**src/rtl/divider_pkg.sv**
```systemverilog
// Shared types and helpers for the sequential restoring divider.
package divider_pkg;

  typedef enum logic {
    IDLE = 1'b0,
    RUN  = 1'b1
  } state_t;

  localparam int DEFAULT_WIDTH = 4;

  // Step counter must hold values 0..WIDTH-1 with headroom.
  function automatic int step_cnt_w(input int w);
    return $clog2(w + 1);
  endfunction

endpackage

```
**src/rtl/seq_restoring_divider_div_step.sv**
```systemverilog
// One combinational restoring shift-subtract step; reused every RUN cycle.
module div_step #(
  parameter int WIDTH = 4
) (
  input  logic [WIDTH-1:0] rem_i,
  input  logic             bit_i,
  input  logic [WIDTH-1:0] div_i,
  output logic [WIDTH-1:0] rem_o,
  output logic             q_o
);

  logic [WIDTH:0] r_sh;
  logic [WIDTH:0] diff;

  // Shifted remainder needs WIDTH+1 bits; after the step it fits in WIDTH again.
  always_comb begin
    r_sh  = {rem_i, bit_i};
    diff  = r_sh - {1'b0, div_i};
    q_o   = (r_sh >= {1'b0, div_i});
    rem_o = q_o ? diff[WIDTH-1:0] : r_sh[WIDTH-1:0];
  end

endmodule

```
**src/rtl/seq_restoring_divider.sv**
```systemverilog
// Sequential restoring divider, one quotient bit per clock.
// Optional two's-complement mode under `SIGNED_DIV_EN.
module seq_restoring_divider
  import divider_pkg::*;
#(
  parameter int WIDTH = DEFAULT_WIDTH
) (
  input  logic             clk,
  input  logic             rst,
  input  logic             start,
  input  logic [WIDTH-1:0] a,
  input  logic [WIDTH-1:0] b,
  output logic             busy,
  output logic             done,
  output logic [WIDTH-1:0] quotient,
  output logic [WIDTH-1:0] remainder,
  output logic             div_by_zero
);

  localparam int CW = step_cnt_w(WIDTH);

  state_t           state_q, state_d;
  logic [CW-1:0]    cnt_q, cnt_d;
  logic [WIDTH-1:0] r_q, r_d;
  logic [WIDTH-1:0] wq_q, wq_d;
  logic [WIDTH-1:0] dv_q, dv_d;
  logic [WIDTH-1:0] quo_q, quo_d;
  logic [WIDTH-1:0] rem_q, rem_d;
  logic             done_q, done_d;
  logic             dbz_q, dbz_d;

  logic [WIDTH-1:0] mag_a, mag_b;
  logic [WIDTH-1:0] step_rem;
  logic             step_q;
  logic [WIDTH-1:0] fin_quo, fin_rem;
  logic             last;

`ifdef SIGNED_DIV_EN
  logic qneg_q, qneg_d;
  logic rneg_q, rneg_d;
`endif

  div_step #(.WIDTH(WIDTH)) u_step (
    .rem_i (r_q),
    .bit_i (wq_q[WIDTH-1]),
    .div_i (dv_q),
    .rem_o (step_rem),
    .q_o   (step_q)
  );

  // Operand magnitudes at accept and sign fix-up at the final step.
  always_comb begin
    fin_quo = {wq_q[WIDTH-2:0], step_q};
    fin_rem = step_rem;
`ifdef SIGNED_DIV_EN
    mag_a = a[WIDTH-1] ? (~a + 1'b1) : a;
    mag_b = b[WIDTH-1] ? (~b + 1'b1) : b;
    if (qneg_q) fin_quo = ~fin_quo + 1'b1;
    if (rneg_q) fin_rem = ~fin_rem + 1'b1;
`else
    mag_a = a;
    mag_b = b;
`endif
  end

  assign last = (cnt_q == CW'(WIDTH - 1));

  always_comb begin
    state_d = state_q;
    cnt_d   = cnt_q;
    r_d     = r_q;
    wq_d    = wq_q;
    dv_d    = dv_q;
    quo_d   = quo_q;
    rem_d   = rem_q;
    done_d  = 1'b0;
    dbz_d   = dbz_q;
`ifdef SIGNED_DIV_EN
    qneg_d  = qneg_q;
    rneg_d  = rneg_q;
`endif
    case (state_q)
      IDLE: begin
        if (start) begin
          if (b == '0) begin
            done_d = 1'b1;
            dbz_d  = 1'b1;
            quo_d  = '1;
            rem_d  = a;
          end else begin
            state_d = RUN;
            cnt_d   = '0;
            r_d     = '0;
            wq_d    = mag_a;
            dv_d    = mag_b;
            dbz_d   = 1'b0;
`ifdef SIGNED_DIV_EN
            qneg_d  = a[WIDTH-1] ^ b[WIDTH-1];
            rneg_d  = a[WIDTH-1];
`endif
          end
        end
      end
      RUN: begin
        r_d   = step_rem;
        wq_d  = {wq_q[WIDTH-2:0], step_q};
        cnt_d = cnt_q + 1'b1;
        if (last) begin
          state_d = IDLE;
          cnt_d   = '0;
          done_d  = 1'b1;
          quo_d   = fin_quo;
          rem_d   = fin_rem;
        end
      end
      default: state_d = IDLE;
    endcase
  end

  always_ff @(posedge clk or posedge rst) begin
    if (rst) begin
      state_q <= IDLE;
      cnt_q   <= '0;
      r_q     <= '0;
      wq_q    <= '0;
      dv_q    <= '0;
      quo_q   <= '0;
      rem_q   <= '0;
      done_q  <= 1'b0;
      dbz_q   <= 1'b0;
`ifdef SIGNED_DIV_EN
      qneg_q  <= 1'b0;
      rneg_q  <= 1'b0;
`endif
    end else begin
      state_q <= state_d;
      cnt_q   <= cnt_d;
      r_q     <= r_d;
      wq_q    <= wq_d;
      dv_q    <= dv_d;
      quo_q   <= quo_d;
      rem_q   <= rem_d;
      done_q  <= done_d;
      dbz_q   <= dbz_d;
`ifdef SIGNED_DIV_EN
      qneg_q  <= qneg_d;
      rneg_q  <= rneg_d;
`endif
    end
  end

  assign busy        = (state_q == RUN);
  assign done        = done_q;
  assign quotient    = quo_q;
  assign remainder   = rem_q;
  assign div_by_zero = dbz_q;

endmodule

```
**config.mk**
```make
export PLATFORM = sky130hd
export DESIGN_NAME = seq_restoring_divider
export DESIGN_NICKNAME = d
export VERILOG_FILES = /design/src/rtl/divider_pkg.sv /design/src/rtl/seq_restoring_divider_div_step.sv /design/src/rtl/seq_restoring_divider.sv
export SDC_FILE = /design/constraint.sdc
export NUM_CORES = 1
export LEC_CHECK = 0
export CAP_MARGIN = 20
export CORE_MARGIN = 4
export CORE_UTILIZATION = 47
export CTS_CLUSTER_DIAMETER = 80
export DETAILED_ROUTE_END_ITERATION = 8
export MAX_ROUTING_LAYER = met4
export PLACE_DENSITY = 0.75
export SETUP_SLACK_MARGIN = 0.3
export SYNTH_ARGS = -nofsm -noshare
export SYNTH_HDL_FRONTEND = slang
export SYNTH_HIERARCHICAL = 1
export SYNTH_SLANG_ARGS = --single-unit
```
**constraint.sdc**
```tcl
create_clock -name clk -period 1.8 [get_ports clk]
set_clock_uncertainty 0.05 [all_clocks]
set_input_delay 0.27 -clock clk [delete_from_list [all_inputs] [get_ports clk]]
set_output_delay 0.27 -clock clk [all_outputs]
set_load 0.05 [all_outputs]
```
Word level (Yosys, flattened, before mapping)
Index checks and enable logic that the tools add are counted.

cells by class
  equality and inequality tests = 5
  shift operators = 0
  bitwise operators = 2
  $lt $le $gt $ge = 1
  $add $sub $neg = 2
  divide/modulo/power cells = 0
  $mul = 0
  multiplexer cells = 27
  reduce and logical (&&, ||, !) cells = 5

operators with widths
  cell                                                                      count
  4-bit 2-to-1 mux                                                          11
  4-bit one-hot mux with 2 select lines                                     4
  3-bit 2-to-1 mux                                                          3
  1-bit 2-to-1 mux                                                          6
  2-bit inequality test (second input constant)                             3
  3-bit one-hot mux with 2 select lines                                     1
  3-bit AND reduction                                                       2
  5-bit by 4-bit >= comparator with 1-bit output                            1
  4-bit logical NOT                                                         1
  1-bit one-hot mux with 2 select lines                                     2
  2-bit AND reduction                                                       2
  4-bit subtractor                                                          1
  3-bit by 1-bit adder with 3-bit output (second input constant)            1
  3-bit by 2-bit == test with 1-bit output (second input constant)          1
  2-bit by 1-bit inequality test with 1-bit output (second input constant)  1
  1-bit inverter                                                            2

word-level totals
  ROM bits = 0
  memories = 0
  bits in writable memories = 0
  latch bits = 0
  bits in registers = 26
  logic and storage cells = 51
  input bits = 11
  output and inout bits = 11

Depth between registers and ports, before layout
  word-level depth = 4
  gate-level depth with buffers = 8

Modules after synthesis
The synthesis kept the hierarchy.

by module, submodules not included
  module                 cells each  times used  area an instance (um^2)  sequential area each (um^2)
  seq_restoring_divider  92          1           1,098.6                  650.6
  div_step               28          1           224.0                    0.0

Least setup slack after synthesis
OpenSTA, ideal clock, no wires.

  kind = register to register
  start point = register r_q[1]
  end point = register rem_q[2] (netlist: remainder[2])
  library setup time = 123 ps
  setup slack = -148 ps
  cell stages (with the launch flop) = 8
  required time = 1,627 ps
  arrival = 1,775 ps
  cells stage by stage = dfrtp_1 -> ha_1 -> nand4_1 -> nand2_2 -> nor2_4 -> mux2_4 -> or2_2 -> o221a_1

between the ends
  longest elaborated chain between the ends = 4
  elaborated cells between the ends (all ways) = 5

RTL lines
  element                                                                             RTL line                                                                    text
  from (decl)                                                                         seq_restoring_divider.sv:24                                                 logic [WIDTH-1:0] r_q, r_d;
  from (signal assigned)                                                              seq_restoring_divider.sv:138                                                r_q <= r_d;
  4-bit subtractor or 5-bit by 4-bit >= comparator with 1-bit output (tied branches)  seq_restoring_divider_div_step.sv:18, seq_restoring_divider_div_step.sv:19
  4-bit 2-to-1 mux *                                                                  seq_restoring_divider_div_step.sv:20                                        rem_o = q_o ? diff[WIDTH-1:0] : r_sh[WIDTH-1:0];
  named net fin_rem[2]                                                                seq_restoring_divider.sv:35                                                 logic [WIDTH-1:0] fin_quo, fin_rem;
  4-bit 2-to-1 mux *                                                                  seq_restoring_divider.sv:108                                                if (last) begin
  4-bit one-hot mux with 2 select lines *                                             seq_restoring_divider.sv:82                                                 case (state_q)
  to (signal assigned)                                                                seq_restoring_divider.sv:142                                                rem_q <= rem_d;
  to (decl)                                                                           seq_restoring_divider.sv:28                                                 logic [WIDTH-1:0] rem_q, rem_d;

Mark *: on every way through the listed nets, which the timed path passes. The rest lies on a longest branch. The select of a mux whose other input is x is not followed.
A chain may end at the register's enable or synchronous reset.

Final worst setup path
  start point = register r_q[0]
  end point = register rem_q[0] (netlist: remainder[0])

between the ends
  longest elaborated chain between the ends = 4

RTL lines
  element                                         RTL line                              text
  5-bit by 4-bit >= comparator with 1-bit output  seq_restoring_divider_div_step.sv:19  q_o = (r_sh >= {1'b0, div_i});
  4-bit 2-to-1 mux                                seq_restoring_divider_div_step.sv:20
  named net fin_rem[0]                            seq_restoring_divider.sv:35
  4-bit 2-to-1 mux                                seq_restoring_divider.sv:108
  4-bit one-hot mux with 2 select lines           seq_restoring_divider.sv:82

The timed path passes the listed nets, and every way through them passes these cells. The select of a mux whose other input is x is not followed.

==> results.md <==
- WP data required: approximately 2.0 ns
- Startpoint types: flop
- I/O Buffers: 21
- Vias: approximately 1100
- Commonest cells post-synth: 26 x dfrtp_1, 11 x nand2_1, 9 x a21oi_1
- Site Rows: 18
- Synth Flop Type: dfrtp_1
- Endpoints failing setup: 7
- Outcome: finished, violations left
- Post-route clock period utilization: 105%
- Syn_nets: 137
- Area leader, netlist: dfrtp_1
- Worst-Margin Slew: around 0.33 ns
- Final Total Pwr: roughly 4.4 mW
- Number of flops mapped to enable cells by yosys: 0
- Leakage: 0.877 nW
- Total gr overflow: 0
- Clk_lat worst skew: around 0.33 ns
- HP Class: input pin to async pin
- Finished Core Util: between 70% and 80%
- Total CTS buffers: 3
- Peak supply drop: 0.00150 V
- Initial antenna violation count: 0
- Ys Warns: 6
- Sequential-to-total area share from yosys stat: 49.2%
- Area contributors post-synth: dfrtp_1 49%, ha_1 4.7%, mux2i_1 3.8%
- Clock buffer depth: 2
- I/O pin count: 22
- Synth Instances: 120
- Synth async-reset ratio: 100%
- Wirelength per Cell: 15.8 µm
- Vias in the first global route: around 1100
- Die height: roughly 61 µm
- Drt total wl: roughly 3.1 mm
- TritonCTS clock tree: built
- Die W: between 60 and 70 µm
- Clock root cell: clkbuf_4
- Final hold vios: 0
- Worst-path fanout max: 3
- Largest net degree at the start of global routing: 27
- Placed wire-length estimate: ~2.2 mm
- Htree depth: 1
- Arr. time, crit path: 2.06 ns
- R2r setup slk: -0.09 ns
- Maxcap violations: 0
- Setup TNS Final: -0.339 ns
- PD cells: ~2300 nW/µm²
- Die Area: 3730 µm²
- Final net count: roughly 190
- Fmax: ~0.53 GHz
- Seq cells post-synth: 26
- Fin. max-slew vios: 0
- Tot GR Track Use: a little under a fifth
- Initial core utilization: roughly half
- Global-route wire length before repair: between 4 and 5 mm
- Min Tclk post-route: between 1.5 and 2 ns
- Rel. slew slack: between 70 and 80%
- Area Growth Syn to Fin: 44.9%
- Routability congestion estimate: around 0.83
- Drt drc: 0
- Via density: 5.42
- Area of the mapped netlist: 1320 µm²
- Ant. Diodes: 0
- RSZ-0062 raised after global routing: true
- CP Capture Type: flop
- Count leader, synth: dfrtp_1
- Post-place setup slack: -0.233 ns
- Share of the synthesized area in the top cell type: between 40% and 50%
- Layout cells sized above 1: between 40% and 50%
- Sink Count: 26
- Antenna Nets Post-Route: 0
- Hold_ws: between 0.2 and 0.25 ns
- WS Path Type: flop to flop
- Drt initial violations: 38
- Syn Area/Cell: 11.0 µm²
- Core ar.: around 2600 µm²
- # fillers: around 180
- Clk pin slew, worst setup/hold paths: roughly 0.14 ns
- CTS Hold Bufs: 0
- Final worst slack: -0.0852 ns
- Yosys cell types: 33
- Failing checks: negative setup slack
- TritonRoute pass-1 iters: 4
## flip-flops by register name, indices dropped and copies added (netlist names)
| name | count |
|---|---|
| dv_q | 4 |
| quotient | 4 |
| r_q | 4 |
| remainder | 4 |
| wq_q | 4 |
| cnt_q | 3 |
| busy | 1 |
| div_by_zero | 1 |
| done | 1 |
## final timing paths
check                                         from                       end  depth (start not counted)
setup reg to reg                r_q[0]$_DFFE_PP0P_  remainder[0]$_DFFE_PP0P_                          8
min in group clk                              b[3]       dv_q[3]$_DFFE_PP0P_                          3
hold / removal                                 rst        r_q[1]$_DFFE_PP0P_                          3
max in group asynchronous                      rst            busy$_DFF_PP0_                          3
setup / recovery                r_q[0]$_DFFE_PP0P_  remainder[0]$_DFFE_PP0P_                          8
hold reg to reg            div_by_zero$_DFFE_PP0P_   div_by_zero$_DFFE_PP0P_                          2
## placed cells by master (no fill, tap or decap), types with 5 or more instances in the layout
cell / count
clkdlybuf4s50_1: 7
or2_4: 5
buf_4: 33
a21oi_1: 6
nor2b_1: 6
a22o_1: 5
nand2_1: 11
dfrtp_1: 25
nor2_1: 5
## power by group
group / internal [mW] / switching (mW) / leakage [nW]
logic: 1.53 / 1.45 / 0.556
registers: 0.859 / 0.217 / 0.300
clock network: 0.124 / 0.178 / 0.0210
total: 2.51 / 1.85 / 0.877
## layer usage
layer,part of all wire (%),global-route usage (%),wire length [µm],vias up
met2,49,30.1,1540,32
met4,1.8,7.43,55,0
met5,0,-,0,-
met1,44,23.7,1370,519
met3,5.5,4.61,172,6
li1,-,-,-,517
## stage by stage
stage | instance area, µm² | cells
2_1_floorplan | 1350 | 120
3_3_place_gp | 1690 | 186
3_5_place_dp | 1690 | 186
4_1_cts | 1820 | 194
5_1_grt | 1920 | 198
6_report | 1920 | 198
## cells by family (layout without fill, tap and decap cells)
| logic type | after synthesis | in the layout | synth area share, % |
|---|---|---|---|
| compound gates | 25 | 25 | 15.7 |
| fa+ha+maj | 6 | 6 | 6.24 |
| buf+inv | 12 | 60 | 3.97 |
| flops | 26 | 26 | 49.2 |
| simple gates | 40 | 40 | 15.9 |
| mux | 10 | 10 | 8.33 |
| xor+xnor | 1 | 1 | 0.662 |
## cell type report
cell class / count / area (µm²) / share of cell area (%)
Clock buffer: 4 / 36.3 / 1.89
Timing Repair Buffer: 48 / 412 / 21.5
Inverter: 8 / 32.5 / 1.70
Sequential cell: 26 / 652 / 34.0
Multi-Input combinational cell: 82 / 747 / 39.0
Tap cell: 30 / 37.5 / 1.96
## repair_timing
action / CTS / global route
setup buffers: 4 / 4
gates resized for setup: 15 / 17
pin swaps: 6 / 7
cloned: 0 / 0
setup endpoints to repair: 15 / 20
## worst max-delay path, cell delays in order (launching register included)
cell and delay (ns):
dfrtp_1 0.46, ha_4 0.30, nand2b_4 0.07, a21oi_4 0.20
nor2_4 0.06, buf_6 0.13, mux2i_4 0.18, or2_4 0.22
o221a_1 0.12
(Power assumes the default switching activity.)
